==> src/rtl/mem_access_stage.sv <==
// ============================================================================
// Module      : mem_access_stage
// Description : Memory-access pipeline stage. Runs loads/stores against a
//               handshaked data-memory port, stalls upstream while an access
//               is outstanding, and loads the MEM/WB register. Misaligned
//               accesses and memory timeouts are squashed and flagged.
// Revision    : 1.0 - initial release
// ============================================================================
`default_nettype none

module mem_access_stage #(
  parameter int TIMEOUT = 255
) (
  input  logic        clk_i,
  input  logic        rst_i,
  input  logic        RegWrite_i,
  input  logic        MemtoReg_i,
  input  logic        Memory_read_i,
  input  logic        Memory_write_i,
  input  logic [31:0] Data1_i,
  input  logic [31:0] mux7_output_data_i,
  input  logic [4:0]  RDaddr_i,
  output logic        mem_req_o,
  output logic        mem_we_o,
  output logic [31:0] mem_addr_o,
  output logic [31:0] mem_wdata_o,
  input  logic        mem_ack_i,
  input  logic [31:0] mem_rdata_i,
  output logic        stall_o,
  output logic        RegWrite_o,
  output logic        MemtoReg_o,
  output logic [31:0] ReadData_o,
  output logic [31:0] ALUResult_o,
  output logic [4:0]  RDaddr_o,
  output logic        misalign_o,
  output logic        timeout_o
);

  typedef enum logic {
    IDLE = 1'b0,
    BUSY = 1'b1
  } state_t;

  // Counter value of the last BUSY cycle before the access is aborted.
  localparam logic [7:0] CNT_LAST = 8'(TIMEOUT - 1);

  state_t      state_q, state_d;
  logic [7:0]  cnt_q, cnt_d;
  logic        req_q, req_d;
  logic        we_q, we_d;
  logic [31:0] addr_q, addr_d;
  logic [31:0] wdata_q, wdata_d;
  logic        regwrite_q, regwrite_d;
  logic        memtoreg_q, memtoreg_d;
  logic [31:0] readdata_q, readdata_d;
  logic [31:0] aluresult_q, aluresult_d;
  logic [4:0]  rdaddr_q, rdaddr_d;
  logic        misalign_q, misalign_d;
  logic        timeout_q, timeout_d;
  logic        stall;

  logic acc;
  logic mis;
  assign acc = Memory_read_i | Memory_write_i;
  assign mis = (Data1_i[1:0] != 2'b00);

  // Next-state, memory-port and MEM/WB load logic.
  always_comb begin
    state_d     = state_q;
    cnt_d       = cnt_q;
    req_d       = req_q;
    we_d        = we_q;
    addr_d      = addr_q;
    wdata_d     = wdata_q;
    regwrite_d  = RegWrite_i;
    memtoreg_d  = MemtoReg_i;
    readdata_d  = 32'd0;
    aluresult_d = Data1_i;
    rdaddr_d    = RDaddr_i;
    misalign_d  = 1'b0;
    timeout_d   = 1'b0;
    stall       = 1'b0;

    case (state_q)
      IDLE: begin
        if (acc) begin
          if (mis) begin
            // Squash: instruction passes on without writing a register.
            regwrite_d = 1'b0;
            misalign_d = 1'b1;
          end else begin
            stall       = 1'b1;
            state_d     = BUSY;
            req_d       = 1'b1;
            we_d        = Memory_write_i;
            addr_d      = Data1_i;
            wdata_d     = mux7_output_data_i;
            cnt_d       = 8'd0;
            regwrite_d  = 1'b0;
            memtoreg_d  = 1'b0;
            aluresult_d = 32'd0;
            rdaddr_d    = 5'd0;
          end
        end
      end
      BUSY: begin
        if (mem_ack_i) begin
          // Ack has priority over a timeout in the same cycle.
          state_d    = IDLE;
          req_d      = 1'b0;
          readdata_d = we_q ? 32'd0 : mem_rdata_i;
        end else if (cnt_q == CNT_LAST) begin
          state_d    = IDLE;
          req_d      = 1'b0;
          regwrite_d = 1'b0;
          timeout_d  = 1'b1;
        end else begin
          stall       = 1'b1;
          regwrite_d  = 1'b0;
          memtoreg_d  = 1'b0;
          aluresult_d = 32'd0;
          rdaddr_d    = 5'd0;
          if (cnt_q != 8'hFF) begin
            cnt_d = cnt_q + 8'd1;
          end
        end
      end
      default: begin
        state_d = IDLE;
        req_d   = 1'b0;
      end
    endcase
  end

  // Stall is masked while reset is held so the stage reports idle at once.
  assign stall_o = stall & rst_i;

  // State, memory-port and MEM/WB registers.
  always_ff @(posedge clk_i or negedge rst_i) begin
    if (!rst_i) begin
      state_q     <= IDLE;
      cnt_q       <= 8'd0;
      req_q       <= 1'b0;
      we_q        <= 1'b0;
      addr_q      <= 32'd0;
      wdata_q     <= 32'd0;
      regwrite_q  <= 1'b0;
      memtoreg_q  <= 1'b0;
      readdata_q  <= 32'd0;
      aluresult_q <= 32'd0;
      rdaddr_q    <= 5'd0;
      misalign_q  <= 1'b0;
      timeout_q   <= 1'b0;
    end else begin
      state_q     <= state_d;
      cnt_q       <= cnt_d;
      req_q       <= req_d;
      we_q        <= we_d;
      addr_q      <= addr_d;
      wdata_q     <= wdata_d;
      regwrite_q  <= regwrite_d;
      memtoreg_q  <= memtoreg_d;
      readdata_q  <= readdata_d;
      aluresult_q <= aluresult_d;
      rdaddr_q    <= rdaddr_d;
      misalign_q  <= misalign_d;
      timeout_q   <= timeout_d;
    end
  end

  assign mem_req_o   = req_q;
  assign mem_we_o    = we_q;
  assign mem_addr_o  = addr_q;
  assign mem_wdata_o = wdata_q;
  assign RegWrite_o  = regwrite_q;
  assign MemtoReg_o  = memtoreg_q;
  assign ReadData_o  = readdata_q;
  assign ALUResult_o = aluresult_q;
  assign RDaddr_o    = rdaddr_q;
  assign misalign_o  = misalign_q;
  assign timeout_o   = timeout_q;

endmodule

`default_nettype wire

==> config.mk <==
export PLATFORM = sky130hd
export DESIGN_NAME = mem_access_stage
export DESIGN_NICKNAME = d
export VERILOG_FILES = /design/src/rtl/mem_access_stage.sv
export SDC_FILE = /design/constraint.sdc
export NUM_CORES = 1
export LEC_CHECK = 0
export CAP_MARGIN = 20
export CORE_MARGIN = 2
export CORE_UTILIZATION = 45
export DETAILED_ROUTE_END_ITERATION = 16
export GPL_TIMING_DRIVEN = 0
export PLACE_DENSITY = 0.86
export SLEW_MARGIN = 20
export SYNTH_ARGS = -nofsm -noshare
export SYNTH_HDL_FRONTEND = slang
export SYNTH_SLANG_ARGS = --single-unit
==> constraint.sdc <==
create_clock -name clk_i -period 2.3 [get_ports clk_i]
set_input_delay 0.69 -clock clk_i [delete_from_list [all_inputs] [get_ports clk_i]]
set_output_delay 0.69 -clock clk_i [all_outputs]
set_load 0.02 [all_outputs]
== Yosys cells after proc, flatten, opt, wreduce, memory -nomap -nowiden ==
Cells that the tools add are included.
Cells by class
  add/subtract/negate cells: 1
  multiply operators: 0
  divide/modulo/power cells: 0
  order comparisons: 0
  equal/unequal tests: 8
  shift-type cells: 0
  mux-type cells: 43
  bitwise logic cells: 4
  reduce and logical (&&, ||, !) cells: 4
Operators with widths (number)
  $mux 32: 7
  $pmux 32 s2: 1
  $mux 8: 5
  $mux 1: 20
  $mux 5: 4
  $pmux 8 s2: 1
  $pmux 5 s2: 1
  $add 8x1->8 const B: 1
  $eq 8x8->1 const B: 1
  $ne 2x2->1 const B: 4
  $ne 8x8->1 const B: 1
  $pmux 1 s2: 4
  $reduce_and 3->1: 2
  $reduce_and 5->1: 1
  $ne 3x2->1 const B: 1
  $ne 2x1->1 const B: 1
  $not 1->1: 2
  $reduce_bool 2->1: 1
  $and 1x1->1: 1
  $or 1x1->1: 1
Storage, ports and cells
  flip-flop bits (word level): 148
  bits in latches: 0
  RAM bits: 0
  ROM bits: 0
  input port bits: 108
  output and inout port bits: 140
  memories kept: 0

== Logic depth before layout (Yosys ltp) ==
  word-level depth: 5
  depth in mapped cells: 7
  mapped depth without buffers: 6

== Worst setup path before layout ==
Ideal clock, no wire load.
  path kind: input -> output
  start point: in Data1_i[0]
  end point: out stall_o
  arrival time: 1.444 ns
  required time: 1.610 ns
  path slack: 0.166 ns
  stages on the path: 4
  buffers on the path: 0
  path through: nor2_1 -> nand2_2 -> and2_1 -> nor2b_1
Between the ends
  cells in the longest elaborated chain, start to end: 5
Ends and longest elaborated chain
  start, declared: line 20  | input logic [31:0] Data1_i,
  $reduce_bool 2->1: line 65  | assign mis = (Data1_i[1:0] != 2'b00);
  $mux 1: line 87  | if (mis) begin
  $mux 1: line 86  | if (acc) begin
  $pmux 1 s2: line 84  | case (state_q)
  $and 1x1->1: line 136  | assign stall_o = stall & rst_i;
  end, declared: line 29  | output logic stall_o,
No other way between the ends.

== Final worst setup path ==
  start point: in mem_ack_i
  end point: out stall_o
Between the ends
  cells in the longest elaborated chain, start to end: 3
Ends and longest elaborated chain
  start, declared: line 27  | input logic mem_ack_i,
  $mux 1: line 107  | if (mem_ack_i) begin
  $pmux 1 s2: line 84
  $and 1x1->1: line 136
No other way between the ends.

==> results.json <==
{
  "outcome": "finished with violations",
  "violations": "negative setup slack",
  "io_buffers": 247,
  "worstSetupEndpointType": "primary output",
  "numCtsBuffers": 17,
  "grt_pass1_wl_mm": 25.1,
  "antenna_found_initial": 0,
  "cp_max_fo": 8,
  "finalClockSkew_ns": 0.00697,
  "ys_seq_area_frac": 0.684,
  "cts_tree": "built",
  "cts_max_level": 4,
  "num_io_pins": 248,
  "dp_hpwl_mm": 11.1,
  "setup_ws_ns": -0.0297,
  "critPathMaxStageDelay_ns": 0.28,
  "yosysUniqueCellTypes": 32,
  "grt_util_met3": 0.0755,
  "vias": 4653,
  "async_reset_ff_frac": 1.00,
  "first_global_vias": 4952,
  "grt_util_met1": 0.281,
  "dr.first_iter.drc_count": 308,
  "clockBufferDepth": 2,
  "clockRootBuffer": "clkbuf_16",
  "grt_setup_unrepaired": "true",
  "placed_area_um2": 8100,
  "drc_errors": 0,
  "floorplan.rows": 40,
  "cap_violations": 0,
  "instances_no_fill": 935,
  "grt_max_degree": 44,
  "start_util": 0.456,
  "critical-path-top-delay-family": "simple AND/OR/NAND/NOR gates",
  "tns_ns": -0.0297,
  "hp-class": "in -> async",
  "drv_slew": 0,
  "powerDensity_nw_per_um2": 892,
  "ant_nets": 0,
  "clkSinkCount": 148,
  "drt-wirelength-per-cell_um": 17.4,
  "crit_type": "in -> out",
  "cpMostUsedCell": "nor2b_4",
  "slew_headroom": 0.591,
  "ir_worst_vdd_mv": 0.602,
  "die_w_um": 114,
  "hold_ws_ns": 0.117,
  "syn-num-nets": 608,
  "crit_slowest_cell": "clkdlybuf4s15_2",
  "worstMarginPinSlew_ns": 0.598,
  "grt_overflow_total": 0,
  "wl_mm": 16.2,
  "netlist_area_um2": 5410,
  "dpl.cell_count": 893,
  "layout_commonest_cell": "clkdlybuf4s50_1",
  "critPathBufInv": 2,
  "min_period_ns": 2.33,
  "dp_slack_ns": -1.02,
  "dieArea_um2": 12900,
  "setup_viol": 1,
  "clk_latency_ns": 0.42,
  "period_share": 1.01,
  "routed_via_density": 4.98,
  "fill_cells": 753,
  "worstPathRequired_ns": 1.61,
  "finalInstanceArea_um2": 8920,
  "final_util": 0.752,
  "power_mw": 7.96,
  "nNetsFinal": 885,
  "drive_gt1_frac": 0.103,
  "worst_ep_arrival_time_ns": 1.64,
  "critPathLaunchType": "input port",
  "synthCells": 498,
  "synth_ff_type": "dfrtp_1",
  "busiest_layer": "met2",
  "die_h_um": 114,
  "timing_hold_violations_final": 0,
  "synth_edf_count": 0,
  "synthTopCellsByArea": "dfrtp_1 68%, nand2_1 14%, and3_1 4.7%, and2_1 4.5%, buf_2 1.4%",
  "syn_area_per_cell_um2": 10.9,
  "diodes": 0,
  "yosysTopAreaCell": "dfrtp_1",
  "cp_cell_sequence": "clkdlybuf4s15_2 -> nor2b_4 -> o21ai_4 -> and2_4 -> nor2b_4 -> buf_6",
  "grt_usage": 0.256,
  "place.gp.congestion": 0.887,
  "dr.pass1.iters": 4,
  "area_growth_pct": 64.8,
  "ys_ff_latch": 148,
  "leakage_nw": 4.34,
  "core_region_area_um2": 11900,
  "final_cell_mix": "240 x clkdlybuf4s50_1, 195 x nand2_1, 146 x dfrtp_1",
  "yosysWarnings": 0,
  "clk_pin_slew_worst_paths_ns": 0.06,
  "use_met2": 0.453,
  "max_freq_mhz": 429,
  "yosysTopAreaCellShare": 0.684
}
final cells by class:
| type | instances | area, um^2 | share of cell area |
|---|---|---|---|
| Tap cell | 147 | 184 | 0.0206 |
| Clock buffer | 19 | 453 | 0.0508 |
| Clock inverter | 13 | 158 | 0.0177 |
| Multi-Input combinational cell | 319 | 1620 | 0.182 |
| Inverter | 3 | 11.3 | 0.00126 |
| Timing Repair Buffer | 258 | 2640 | 0.296 |
| Sequential cell | 148 | 3710 | 0.416 |
| Buffer | 28 | 146 | 0.0164 |
cell families (layout without fill, tap and decap cells):
family                   Yosys count  in the layout  synth area share
multiplexers                       2              2           0.00462
adder cells (fa/ha/maj)            2              2           0.00462
AO/OA/AOI/OAI                     15             15            0.0224
AND/OR/NAND/NOR                  300            300             0.255
buffers and inverters             31            321            0.0291
flip-flops                       148            148             0.684
flip-flops by register name (all words and copies together), names as in the netlist:
| name | count |
|---|---|
| ALUResult_o | 32 |
| ReadData_o | 32 |
| mem_addr_o | 32 |
| mem_wdata_o | 32 |
| cnt_q | 8 |
| RDaddr_o | 5 |
| MemtoReg_o | 1 |
| RegWrite_o | 1 |
| mem_req_o | 1 |
| mem_we_o | 1 |
| misalign_o | 1 |
| state_q | 1 |
| timeout_o | 1 |
where the power goes:
part	internal (mW)	switching [mW]
clock	1.76	1.07
sequential	2.96	0.227
combinational	0.959	0.984
worst register-to-register path: stages (launching register included):
cell       delay (ns)
dfrtp_1          0.40
buf_4            0.15
ha_1             0.23
nand3_1          0.18
nor3_2           0.08
a2111oi_0        0.58
o22a_1           0.26
synthesized netlist by cell type, types with 3 or more instances:
| library cell | count |
|---|---|
| nand3_1 | 3 |
| dfrtp_1 | 148 |
| nor4_1 | 5 |
| buf_4 | 4 |
| buf_2 | 15 |
| and2_1 | 39 |
| a211o_1 | 6 |
| inv_1 | 3 |
| nor2_1 | 7 |
| and3_1 | 41 |
| clkbuf_1 | 8 |
| nand2_1 | 195 |
final timing paths:
| check | endpoint | startpoint | slack [ns] | depth (start not counted) |
|---|---|---|---|---|
| min in group clk_i | mem_wdata_o[24] | mem_wdata_o[24] | 0.48 | 2 |
| worst min-delay path | mem_wdata_o[20] | rst_i | 0.12 | 1 |
| worst max-delay path | stall_o | mem_ack_i | -0.03 | 6 |
| worst min register to register | mem_wdata_o[24] | mem_wdata_o[24] | 0.48 | 2 |
| max in group asynchronous | cnt_q[4] | rst_i | 1.59 | 2 |
| worst max register to register | cnt_q[7] | cnt_q[0] | 0.33 | 6 |
routing by layer:
layer | wire, um | vias up
met5 | 0 | -
met4 | 483 | 0
met3 | 1190 | 43
met2 | 8660 | 228
met1 | 5910 | 2250
li1 | - | 2132
timing repair:
| item | CTS | global route |
|---|---|---|
| setup buffers | 8 | 0 |
| gates resized for setup | 28 | 4 |
| pin swaps | 4 | 2 |
| endpoints found under the setup margin | 1 | 1 |
| hold endpoints to repair | 0 | 0 |
| gates cloned | 2 | 0 |
| hold buffers | 0 | 0 |
No activity file was read; power rests on OpenSTA's default activity.
